File: src/rtl/branch_predict_unit.sv
// branch_predict_unit: resolves branches/jumps, registers the outcome and
// keeps a saturating mispredict count. With BRANCH_PREDICT_BHT_EN defined, a
// table of 2-bit counters indexed by pc[IDX_W+1:2] supplies predictions and
// is trained by resolved conditional branches. After reset an INIT sweep
// writes 2'b01 to every entry before requests are accepted.

`ifndef OP_BEQ
`define OP_BEQ    6'h04
`define OP_BNE    6'h05
`define OP_BGEZ   6'h01
`define OP_J      6'h02
`define OP_JAL    6'h03
`define OP_JR     6'h00
`define OP_JALR   6'h00
`define OP_TEQ    6'h00
`define FUNC_JR   6'h08
`define FUNC_JALR 6'h09
`define FUNC_TEQ  6'h34
`endif

module branch_predict_unit #(
  parameter int unsigned DATA_W    = 32,
  parameter int unsigned BHT_DEPTH = 64
) (
  input  logic              in_clk,
  input  logic              in_rst,
  input  logic [31:0]       in_lookup_pc,
  output logic              out_pred_taken,
  input  logic              in_valid,
  input  logic [31:0]       in_pc,
  input  logic [DATA_W-1:0] in_a,
  input  logic [DATA_W-1:0] in_b,
  input  logic [5:0]        in_op,
  input  logic [5:0]        in_func,
  input  logic              in_pred_taken,
  input  logic              in_exception,
  output logic              out_ready,
  output logic              out_valid,
  output logic              out_branch,
  output logic              out_mispredict,
  output logic [31:0]       out_mispredict_cnt
);

  logic taken;
  logic accept;
  logic unused_bits;

  assign accept      = in_valid & out_ready;
  assign unused_bits = ^{in_pc, in_lookup_pc};

  // Branch/jump outcome of the resolving instruction; exceptions force taken
  always_comb begin
    taken = 1'b0;
    if (in_op == `OP_BEQ)                              taken = (in_a == in_b);
    else if (in_op == `OP_BNE)                         taken = (in_a != in_b);
    else if (in_op == `OP_BGEZ)                        taken = ~in_a[DATA_W-1];
    else if (in_op == `OP_J || in_op == `OP_JAL)       taken = 1'b1;
    else if (in_op == `OP_JR && in_func == `FUNC_JR)     taken = 1'b1;
    else if (in_op == `OP_JALR && in_func == `FUNC_JALR) taken = 1'b1;
    else if (in_op == `OP_TEQ && in_func == `FUNC_TEQ)   taken = (in_a == in_b);
    if (in_exception) taken = 1'b1;
  end

  // Registered resolution result and saturating mispredict counter
  always_ff @(posedge in_clk) begin
    if (!in_rst) begin
      out_valid          <= 1'b0;
      out_branch         <= 1'b0;
      out_mispredict     <= 1'b0;
      out_mispredict_cnt <= '0;
    end else begin
      out_valid <= accept;
      if (accept) begin
        out_branch     <= taken;
        out_mispredict <= (taken != in_pred_taken);
        if ((taken != in_pred_taken) && (out_mispredict_cnt != '1))
          out_mispredict_cnt <= out_mispredict_cnt + 32'd1;
      end
    end
  end

`ifdef BRANCH_PREDICT_BHT_EN
  localparam int unsigned IDX_W = $clog2(BHT_DEPTH);

  typedef enum logic {ST_INIT, ST_RUN} state_t;

  state_t           state;
  logic [IDX_W-1:0] init_idx;
  logic [1:0]       bht [BHT_DEPTH];
  logic [IDX_W-1:0] lookup_idx;
  logic [IDX_W-1:0] update_idx;
  logic             cond_branch;
  logic             update;
  logic [1:0]       ctr_cur;
  logic [1:0]       ctr_next;

  assign lookup_idx  = in_lookup_pc[IDX_W+1:2];
  assign update_idx  = in_pc[IDX_W+1:2];
  assign cond_branch = (in_op == `OP_BEQ) || (in_op == `OP_BNE) || (in_op == `OP_BGEZ);
  assign update      = accept & in_rst & cond_branch & ~in_exception;
  assign ctr_cur     = bht[update_idx];

  // Combinational table read gives the pre-update value on an index collision
  assign out_pred_taken = (state == ST_RUN) && bht[lookup_idx][1];

  // Saturating 2-bit counter step
  always_comb begin
    ctr_next = ctr_cur;
    if (taken) begin
      if (ctr_cur != 2'b11) ctr_next = ctr_cur + 2'b01;
    end else if (ctr_cur != 2'b00) begin
      ctr_next = ctr_cur - 2'b01;
    end
  end

  // INIT sweeps the table one entry per cycle, then RUN accepts requests
  always_ff @(posedge in_clk) begin
    if (!in_rst) begin
      state     <= ST_INIT;
      init_idx  <= '0;
      out_ready <= 1'b0;
    end else begin
      case (state)
        ST_INIT: begin
          init_idx <= init_idx + 1'b1;
          if (init_idx == IDX_W'(BHT_DEPTH - 1)) begin
            state     <= ST_RUN;
            out_ready <= 1'b1;
          end
        end
        ST_RUN:  out_ready <= 1'b1;
        default: state <= ST_INIT;
      endcase
    end
  end

  // Table storage: INIT fill or training by resolved conditional branches
  always_ff @(posedge in_clk) begin
    if (state == ST_INIT)
      bht[init_idx] <= 2'b01;
    else if (update)
      bht[update_idx] <= ctr_next;
  end
`else
  logic unused_cfg;

  assign unused_cfg     = (BHT_DEPTH == 0);
  assign out_pred_taken = 1'b0;

  // Without a table, requests are accepted from the first cycle after reset
  always_ff @(posedge in_clk) begin
    if (!in_rst) out_ready <= 1'b0;
    else         out_ready <= 1'b1;
  end
`endif

endmodule

File: config.mk
export PLATFORM = sky130hd
export DESIGN_NAME = branch_predict_unit
export DESIGN_NICKNAME = d
export VERILOG_FILES = /design/src/rtl/branch_predict_unit.sv
export SDC_FILE = /design/constraint.sdc
export NUM_CORES = 1
export LEC_CHECK = 0
export CAP_MARGIN = 40
export CORE_MARGIN = 3
export CORE_UTILIZATION = 36
export CTS_CLUSTER_DIAMETER = 30
export CTS_CLUSTER_SIZE = 20
export DETAILED_ROUTE_END_ITERATION = 8
export MAX_ROUTING_LAYER = met4
export PLACE_DENSITY_LB_ADDON = 0.12
export SYNTH_ARGS = -nofsm -noshare
export SYNTH_HDL_FRONTEND = slang
export SYNTH_SLANG_ARGS = --single-unit
File: constraint.sdc
create_clock -name in_clk -period 5.89 [get_ports in_clk]
set_clock_uncertainty 0.15 [all_clocks]
set_input_delay 0.8835 -clock in_clk [delete_from_list [all_inputs] [get_ports in_clk]]
set_output_delay 0.8835 -clock in_clk [all_outputs]
set_load 0.1 [all_outputs]
Word level (Yosys, flattened, before mapping)
Cells that the tools add are included.
{"block": "totals", "regBits": 36, "inputBits": 145, "output_inout_bits": 37}
{"block": "classes", "add_sub_neg": 1, "n_eq_ne": 12, "mux": 9, "bitwise": 2, "n_reduce_logical": 7}
{"operator": "$add 32x1->32 const B", "count": 1}
{"operator": "$eq 32x32->1", "count": 1}
{"operator": "$ne 32x32->1", "count": 1}
{"operator": "$ne 32x32->1 const B", "count": 1}
{"operator": "$eq 6x2->1 const B", "count": 2}
{"operator": "$eq 6x3->1 const B", "count": 2}
{"operator": "$eq 6x4->1 const B", "count": 2}
{"operator": "$mux 1", "count": 9}
{"operator": "$eq 6x1->1 const B", "count": 1}
{"operator": "$eq 6x6->1 const B", "count": 1}
{"operator": "$logic_not 6->1", "count": 1}
{"operator": "$logic_and 1x1->1", "count": 4}
{"operator": "$reduce_and 2->1", "count": 1}
{"operator": "$and 1x1->1", "count": 1}
{"operator": "$logic_or 1x1->1", "count": 1}
{"operator": "$ne 1x1->1", "count": 1}
{"operator": "$not 1->1", "count": 1}

Longest topological paths before layout
Gate-level depths: netlist (run 1).
{"block": "logic_depth", "depth_word": 13, "depth_mapped": 9}

Worst setup path after synthesis (run 1)
OpenSTA, ideal clock, no wires.
{"block": "synth_path", "path_kind": "register -> register", "start": "register out_mispredict_cnt[4]", "end": "register out_mispredict_cnt[31]", "t_arrival_ns": 3.263, "slack_ns": 2.407, "stages_incl_launch_ff": 9, "path_buffers": 1, "cell_sequence": "dfxtp_1 -> and4_4 -> nand2_4 -> or3_4 -> or3_1 -> or4b_1 -> buf_2 -> or3_1 -> a21oi_1"}
{"block": "synth_via", "elab_chain_cells": 3, "word_cells_on_any_way": 4, "classes_between": "add/sub (1); eq/ne (1); reduce/logical (2)"}
{"element": "start: declaration", "line": "41", "text": "output logic [31:0] out_mispredict_cnt"}
{"element": "start signal: assignment", "line": "77", "text": "out_mispredict_cnt <= out_mispredict_cnt + 32'd1;"}
{"element": "branches (longest 3 deep; another with $add 32x1->32)"}
Several ways; the timed one is not identified.
A chain may end at the register's enable or synchronous reset.

Worst setup path in the final report (run 1)
{"block": "layout_path", "start": "input in_b[27]", "end": "register out_mispredict_cnt[31]"}
{"block": "layout_via", "elab_chain_cells": 12, "word_cells_on_any_way": 13, "classes_between": "eq/ne (3); mux (8); reduce/logical (2)"}
{"element": "start: declaration", "line": "32", "text": "input logic [DATA_W-1:0] in_b,"}
{"element": "$eq 32x32->1", "line": "54, 60"}
{"element": "$mux 1", "line": "60", "text": "else if (in_op == `OP_TEQ && in_func == `FUNC_TEQ) taken = (in_a == in_b);"}
{"element": "$mux 1", "line": "59", "text": "else if (in_op == `OP_JALR && in_func == `FUNC_JALR) taken = 1'b1;"}
{"element": "$mux 1", "line": "58", "text": "else if (in_op == `OP_JR && in_func == `FUNC_JR) taken = 1'b1;"}
{"element": "$mux 1", "line": "57", "text": "else if (in_op == `OP_J || in_op == `OP_JAL) taken = 1'b1;"}
{"element": "$mux 1", "line": "56", "text": "else if (in_op == `OP_BGEZ) taken = ~in_a[DATA_W-1];"}
{"element": "$mux 1", "line": "55", "text": "else if (in_op == `OP_BNE) taken = (in_a != in_b);"}
{"element": "$mux 1 *", "line": "54", "text": "if (in_op == `OP_BEQ) taken = (in_a == in_b);"}
{"element": "$mux 1 *", "line": "61", "text": "if (in_exception) taken = 1'b1;"}
{"element": "$ne 1x1->1 *", "line": "76", "text": "if ((taken != in_pred_taken) && (out_mispredict_cnt != '1))"}
{"element": "$logic_and 1x1->1 *", "line": "76"}
{"element": "$reduce_and 2->1 (no source line) *"}
Every way passes the cells marked *; elsewhere a longest branch is shown, timed or not.

==> flow_summary_export.csv, run 1 <==
group,metric,value,unit
run_status,status,"completed",
clocking,insertion_delay,0.29,ns
timing,hold_viol_final,0,
synthesis,netlist_area,2320,um2
die,io_pins,182,
layout,area_growth,82.3,%
clocking,cts_tree,"done",
global_routing,antenna_found_initial,0,
timing,slew_viol_final,0,
placement,gp_congestion,0.789,
synthesis,synth_seq_area_share,31.1,%
clocking,cts_resized,0,
layout,fin_nets,575,
global_routing,gr-usage-all-layers,19.8,%
critical_path,reg2reg_from,"out_mispredict_cnt[8]",
global_routing,grt_pass1_vias,2475,
drt,firstDrtPassIters,4,
layout,fin_util,69.7,%
synthesis,ys.flop_type,"dfxtp_1",
clocking,cts_max_level,2,
critical_path,cpMaxStageDelayCell,"or4b_1",
drt,drtAntennaViolNets,0,
clocking,cts-root-buf,"clkbuf_8",
synthesis,synth-seq-cells,36,
power,total_power,0.570,mW
die,coreArea,6060,um2
global_routing,grt_pass1_wl,11.5,mm
critical_path,reg2reg_to,"out_mispredict_cnt[31]",
critical_path,path_buf_inv,1,
die,initial_core_util,38.2,%
layout,layout-drive-gt1-share,14.4,%
timing,tns,0,ns
die,rows,28,
synthesis,synth.distinct_cells,48,
clocking,postCtsHoldBufs,0,
critical_path,end_kind,"flip-flop",
power,ir_drop,0.000128,V
synthesis,synth-async-reset-ratio,0,%
critical_path,path_cells,"clkdlybuf4s50_1 > xor2_1 > nor4_1 > nand4_1 > or4_4 > nand3_2 > or4b_1 > or3_1 > a21oi_1",
timing,setup_ws,2.16,ns
synthesis,synth.avg_cell_area,8.37,um2
drt,wl,6.89,mm
synthesis,synth_cells,277,
drt,num_vias,2527,
die,die_w,86.2,um
power,power_density,135,nW/um2
placement,portBuffers,116,
clocking,clkSlewWorstSetupHoldPaths,0.08,ns
drt,first_iter_violations,75,
clocking,cts_setup_buffers,0,
hold_path,hold_depth,2,
timing,slew_headroom,51.7,%
global_routing,grt_max_degree,26,
critical_path,cpPeakStageDelay,0.59,ns
critical_path,cp.arrival,3.80,ns
timing,period_share,63.3,%
drt,drc,0,
critical_path,rrSetupSlack,2.96,ns
synthesis,synth_edf_count,0,
die,die_area,7440,um2
clocking,cts_sinks,36,
timing,max_freq,268,MHz
synthesis,yosysWarnings,0,
critical_path,cp_top_family,"simple AND/OR/NAND/NOR gates",
layout,fillers,490,
timing,setup_viol,0,
drt,post_drt_via_cell_ratio,5.00,
die,die_h,86.2,um
synthesis,syn_nets,423,
power,leakagePower,1.52,nW
critical_path,reg2reg_depth,7,
timing,fin_crit,3.73,ns
timing,grt_setup_unrepaired,"no",
hold_path,hold_class,"flip-flop to flip-flop",
critical_path,worstSetupPathType,"input port to flip-flop",
timing,tightest_slew,0.723,ns
clocking,clk_path_buf_depth,2,
global_routing,grt_overflow_total,0,
hold_path,whs_endpoint,"out_mispredict_cnt[11]",
placement,hpwl,5.62,mm
job,cap_viol_max_count,0,
layout,antenna_cells,0,
critical_path,critPathMaxFanout,9,
critical_path,worstPathRequired,5.96,ns
critical_path,worstSetupStartpointType,"input port",
hold_path,hold_start,"out_mispredict_cnt[11]",
drt,routedWlPerCell,13.6,um
clocking,cts_inserted_buffers,5,
placement,place_ws,1.85,ns
==> cell usage in the layout (no fill, tap or decap), types with 2 or more instances in the layout <==
master / n
o21a_1: 4
nor4b_1: 5
xor2_1: 33
nand2_1: 23
buf_8: 33
dfxtp_1: 36
inv_1: 5
a21oi_1: 13
nand4_1: 7
nor3b_1: 3
or3_1: 11
buf_16: 3
buf_4: 3
o31ai_1: 3
nor2_1: 15
and3_1: 8
nor4_2: 4
o21ai_0: 12
clkdlybuf4s50_1: 116
nand4b_1: 4
xnor2_1: 10
nor4_1: 8
nand3_1: 12
mux2i_1: 9
nor3_1: 8
and2_1: 2
nand2b_1: 9
o211ai_1: 2
clkbuf_8: 6
==> stage by stage <==
stage	instances	instance area [um2]	hold WS, ns
after floorplan	277	2320	0.747
after global routing	505	4220	0.373
final	505	4220	0.349
after global placement	461	3550	0.318
after CTS	505	4220	0.353
after detailed placement	497	4130	0.340
==> tightest hold or removal path, delay by kind of cell, from the launching register on <==
kind,cells,cell delay (ns)
DFF,1,0.33
muxes,1,0.06
and+or+nand+nor,1,0.06
==> sequential cells by signal, indices dropped and copies added (netlist names) <==
name                flops
out_branch              1
out_ready               1
out_valid               1
out_mispredict_cnt     32
out_mispredict          1
==> Yosys cell counts, types with 2 or more instances <==
cell,instances,area [um2]
dfxtp_1,36,721
xor2_1,33,289
nand2_1,23,86.3
nor2_1,15,56.3
a21oi_1,13,65.1
nand3_1,12,60.1
o21ai_0,12,60.1
or3_1,11,68.8
xnor2_1,10,87.6
mux2i_1,9,90.1
nand2b_1,9,56.3
and3_1,8,50.1
clkbuf_1,8,30.0
nor3_1,8,40.0
nor4_1,8,50.1
nand4_1,7,43.8
inv_1,5,18.8
nor4b_1,5,43.8
nand4b_1,4,35.0
nor4_2,4,50.1
o21a_1,4,30.0
nor3b_1,3,22.5
o31ai_1,3,22.5
and2_1,2,12.5
o211ai_1,2,15.0
==> how the worst max path moves through the flow <==
| stage | start | end | slack [ns] | depth (start not counted) |
|---|---|---|---|---|
| 2_1_floorplan | out_mispredict_cnt[4] | out_mispredict_cnt[31] | 2.41 | 8 |
| 3_3_place_gp | in_b[18] | out_mispredict_cnt[31] | 1.86 | 9 |
| 3_5_place_dp | in_b[18] | out_mispredict_cnt[31] | 1.85 | 9 |
| 4_1_cts | in_b[18] | out_mispredict_cnt[31] | 2.15 | 9 |
| 5_1_grt | in_b[27] | out_mispredict_cnt[31] | 2.01 | 9 |
| 6_report | in_b[27] | out_mispredict_cnt[31] | 2.16 | 9 |
==> cell families (layout without fill, tap and decap cells) <==
logic type / after synthesis / count (layout) / synth area share (%)
and+or+nand+nor: 132 / 132 / 34.5
xor gates and xnor gates: 43 / 43 / 16.3
AOI/OAI and AO/OA: 40 / 40 / 10.9
DFF: 36 / 36 / 31.1
buffers and inverters: 15 / 168 / 2.65
muxes: 9 / 9 / 3.89
adders and majority gates: 1 / 1 / 0.540
other: 1 / 1 / 0.162
==> power by group <==
part / switching [mW] / total (mW) / leakage (nW) / internal, mW
Clock: 0.0939 / 0.189 / 0.0445 / 0.0951
Sequential: 0.00156 / 0.247 / 0.291 / 0.245
Combinational: 0.0603 / 0.134 / 1.19 / 0.0741
==> metal layers <==
| metal | up-vias | part of all wire [%] | wire (um) | GRT usage [%] |
|---|---|---|---|---|
| met5 | - | 0 | 0 | - |
| met4 | 0 | 0.94 | 65 | 4.67 |
| met3 | 7 | 4.4 | 302 | 3.52 |
| met2 | 53 | 53 | 3650 | 35.7 |
| met1 | 1169 | 42 | 2870 | 22.7 |
| li1 | 1298 | - | - | - |
==> final cells by class <==
type	count	area (um2)	share of cell area, %
clock buffer	7	86.3	2.04
sequential	36	721	17.1
timing repair buffer	155	1760	41.7
clock inverter	1	7.51	0.178
tap	75	93.8	2.22
multi-input combinational	226	1540	36.3
inverter	5	18.8	0.444
Note: power is estimated with default switching activity, not from simulation.
==> run 2, diff against run 1 <==
Settings changed: CORE_UTILIZATION 36 to 34.
Clock period 5.89 ns to 3.77 ns, I/O delays scaled along.
==> run 2 against run 1 <==
Against the previous run:
- first-iteration DRC count increased by 33%
- register-to-register slack worse by 2.1 ns
- count of clock-buffer cells in the layout shrank 1
- global-route usage is 0.093 points higher
- critical path depth unchanged
- via count increased by 2.0%
- flip-flop and latch count unchanged
- highest routed layer unchanged
==> flow_summary_export.csv, run 2 (synthesis gave the netlist of run 1 again) <==
group,metric,value,unit
run_status,status,"completed",
drt,post_drt_via_cell_ratio,5.07,
timing,max_freq,299,MHz
die,die_area,7840,um2
critical_path,reg2reg_depth,7,
global_routing,grt_pass1_wl,11.9,mm
drt,routedWlPerCell,14.2,um
power,ir_drop,0.000162,V
drt,drtAntennaViolNets,0,
hold_path,hold_start,"out_mispredict_cnt[11]",
placement,portBuffers,116,
critical_path,cp.arrival,3.41,ns
die,initial_core_util,35.9,%
drt,highest_layer,"met4",
power,power_frac_clock,30.7,%
timing,tightest_slew,0.765,ns
clocking,cts_max_level,2,
clocking,cts_inserted_buffers,5,
power,p_int,0.629,mW
critical_path,critPathMaxFanout,7,
drt,num_vias,2577,
clocking,insertion_delay,0.29,ns
placement,gp_congestion,0.840,
critical_path,worstSetupPathType,"input port to flip-flop",
critical_path,path_cells,"clkdlybuf4s50_1 > xor2_1 > nor4_1 > nand4_1 > or4_4 > nand3_2 > or4b_1 > or3_1 > a21oi_1",
layout,antenna_cells,0,
power,seq_power_share,44.3,%
global_routing,grt_overflow_total,0,
global_routing,grt_max_degree,26,
critical_path,cpMaxStageDelayCell,"or4b_1",
hold_path,hold_class,"flip-flop to flip-flop",
timing,slew_headroom,48.9,%
critical_path,end_kind,"flip-flop",
critical_path,reg2reg_to,"out_mispredict_cnt[31]",
clocking,cts_resized,0,
drt,first_iter_violations,100,
critical_path,worstSetupStartpointType,"input port",
timing,grt_setup_unrepaired,"no",
timing,tns,0,ns
global_routing,antenna_found_initial,0,
global_routing,gr-usage-all-layers,19.9,%
placement,hpwl,5.79,mm
layout,final_common_cell,"clkdlybuf4s50_1",
timing,period_share,88.7,%
power,comb_power_share,25.0,%
layout,largest_register_ffs,32,
timing,hold_viol_final,0,
layout,layout-drive-gt1-share,14.6,%
drt,drc,0,
job,cap_viol_max_count,0,
drt,firstDrtPassIters,4,
timing,setup_viol,0,
timing,slew_viol_final,0,
critical_path,worstPathRequired,3.83,ns
power,sw_frac_of_total,27.7,%
global_routing,grt_pass1_vias,2543,
die,rows,29,
drt,wl,7.21,mm
power,power.switching,0.241,mW
drt,routed-wl-met2,3.70,mm
clocking,clkSlewWorstSetupHoldPaths,0.07,ns
clocking,cts_tree,"done",
critical_path,reg2reg_from,"out_mispredict_cnt[4]",
hold_path,whs_endpoint,"out_mispredict_cnt[11]",
layout,top_register,"out_mispredict_cnt",
clocking,cts_setup_buffers,0,
critical_path,cpPeakStageDelay,0.58,ns
hold_path,hold_depth,2,
layout,final_cell_mix,"clkdlybuf4s50_1 (116), dfxtp_1 (36), buf_8 (35)",
timing,fin_crit,3.34,ns
layout,area_growth,81.8,%
drt,met1_length,3.04,mm
die,die_h,88.6,um
clocking,postCtsHoldBufs,0,
clocking,clk_path_buf_depth,2,
power,total_power,0.870,mW
power,leakagePower,1.53,nW
drt,route.met3.wl,356,um
die,io_pins,182,
die,coreArea,6460,um2
die,die_w,88.6,um
clocking,cts_sinks,36,
clocking,cts-root-buf,"clkbuf_8",
layout,fin_nets,577,
power,power_density,207,nW/um2
critical_path,rrSetupSlack,0.82,ns
==> run 2: changes by cell type in the layout (fill, tap and decap cells not counted) <==
cell and change:
clkinv_2 +1, buf_16 -2, clkinvlp_4 -1, buf_12 +1, buf_4 +1, clkbuf_8 -1
buf_8 +2
==> run 2: per-layer routing <==
layer | GRT usage, % | vias to the layer above
li1 | - | 1303
met4 | 5.36 | 0
met3 | 4.10 | 13
met2 | 34.1 | 70
met5 | - | -
met1 | 23.6 | 1191
==> run 2: through the flow <==
step	util [%]	cell area, um2	hold WS (ns)	worst slack [ns]	instances
6_report	65.2	4210	0.339	0.426	508
5_1_grt	65.2	4210	0.376	0.267	508
4_1_cts	65.2	4210	0.337	0.407	508
3_5_place_dp	64.0	4140	0.321	0.112	501
3_3_place_gp	55.5	3580	0.317	0.154	465
2_1_floorplan	-	2320	0.443	0.287	277
==> run 2: layout make-up <==
class / instances / area (um2)
clock buffers: 6 / 72.6
flip-flops and latches: 36 / 721
clock inverters: 1 / 5.00
well taps: 77 / 96.3
fillers: 545 / 2250
repair buffers: 157 / 1760
inverters: 5 / 18.8
multi-input cells: 226 / 1540
==> run 2: worst max path at each step <==
stage / from / end / depth (start not counted)
floorplan: out_mispredict_cnt[4] / out_mispredict_cnt[31] / 8
global placement: in_b[30] / out_mispredict_cnt[31] / 9
detailed placement: in_a[30] / out_mispredict_cnt[31] / 9
CTS: in_a[30] / out_mispredict_cnt[31] / 9
global route: in_b[13] / out_mispredict_cnt[31] / 9
finish: in_a[30] / out_mispredict_cnt[31] / 9
==> run 2: power by group through the flow <==
stage,combinational [mW],clock (mW),sequential (mW)
after global placement,0.205,0,0.394
final,0.217,0.268,0.385
after global routing,0.233,0.291,0.386
after detailed placement,0.218,0,0.394
after floorplan,0.0683,0,0.416
after CTS,0.219,0.272,0.385
==> run 2: worst max-delay path: cells and delay by family <==
kind	cells	cell delay (ns)
buffers and inverters	1	0.43
XOR/XNOR	1	0.15
AND/OR/NAND/NOR	6	2.12
AO/OA/AOI/OAI	1	0.14
==> run 3, diff against run 2 <==
Settings changed: TNS_END_PERCENT from default to 5.
==> results of run 3 <==
Same layout as run 2: the final DEF is identical, and so are final timing and power.
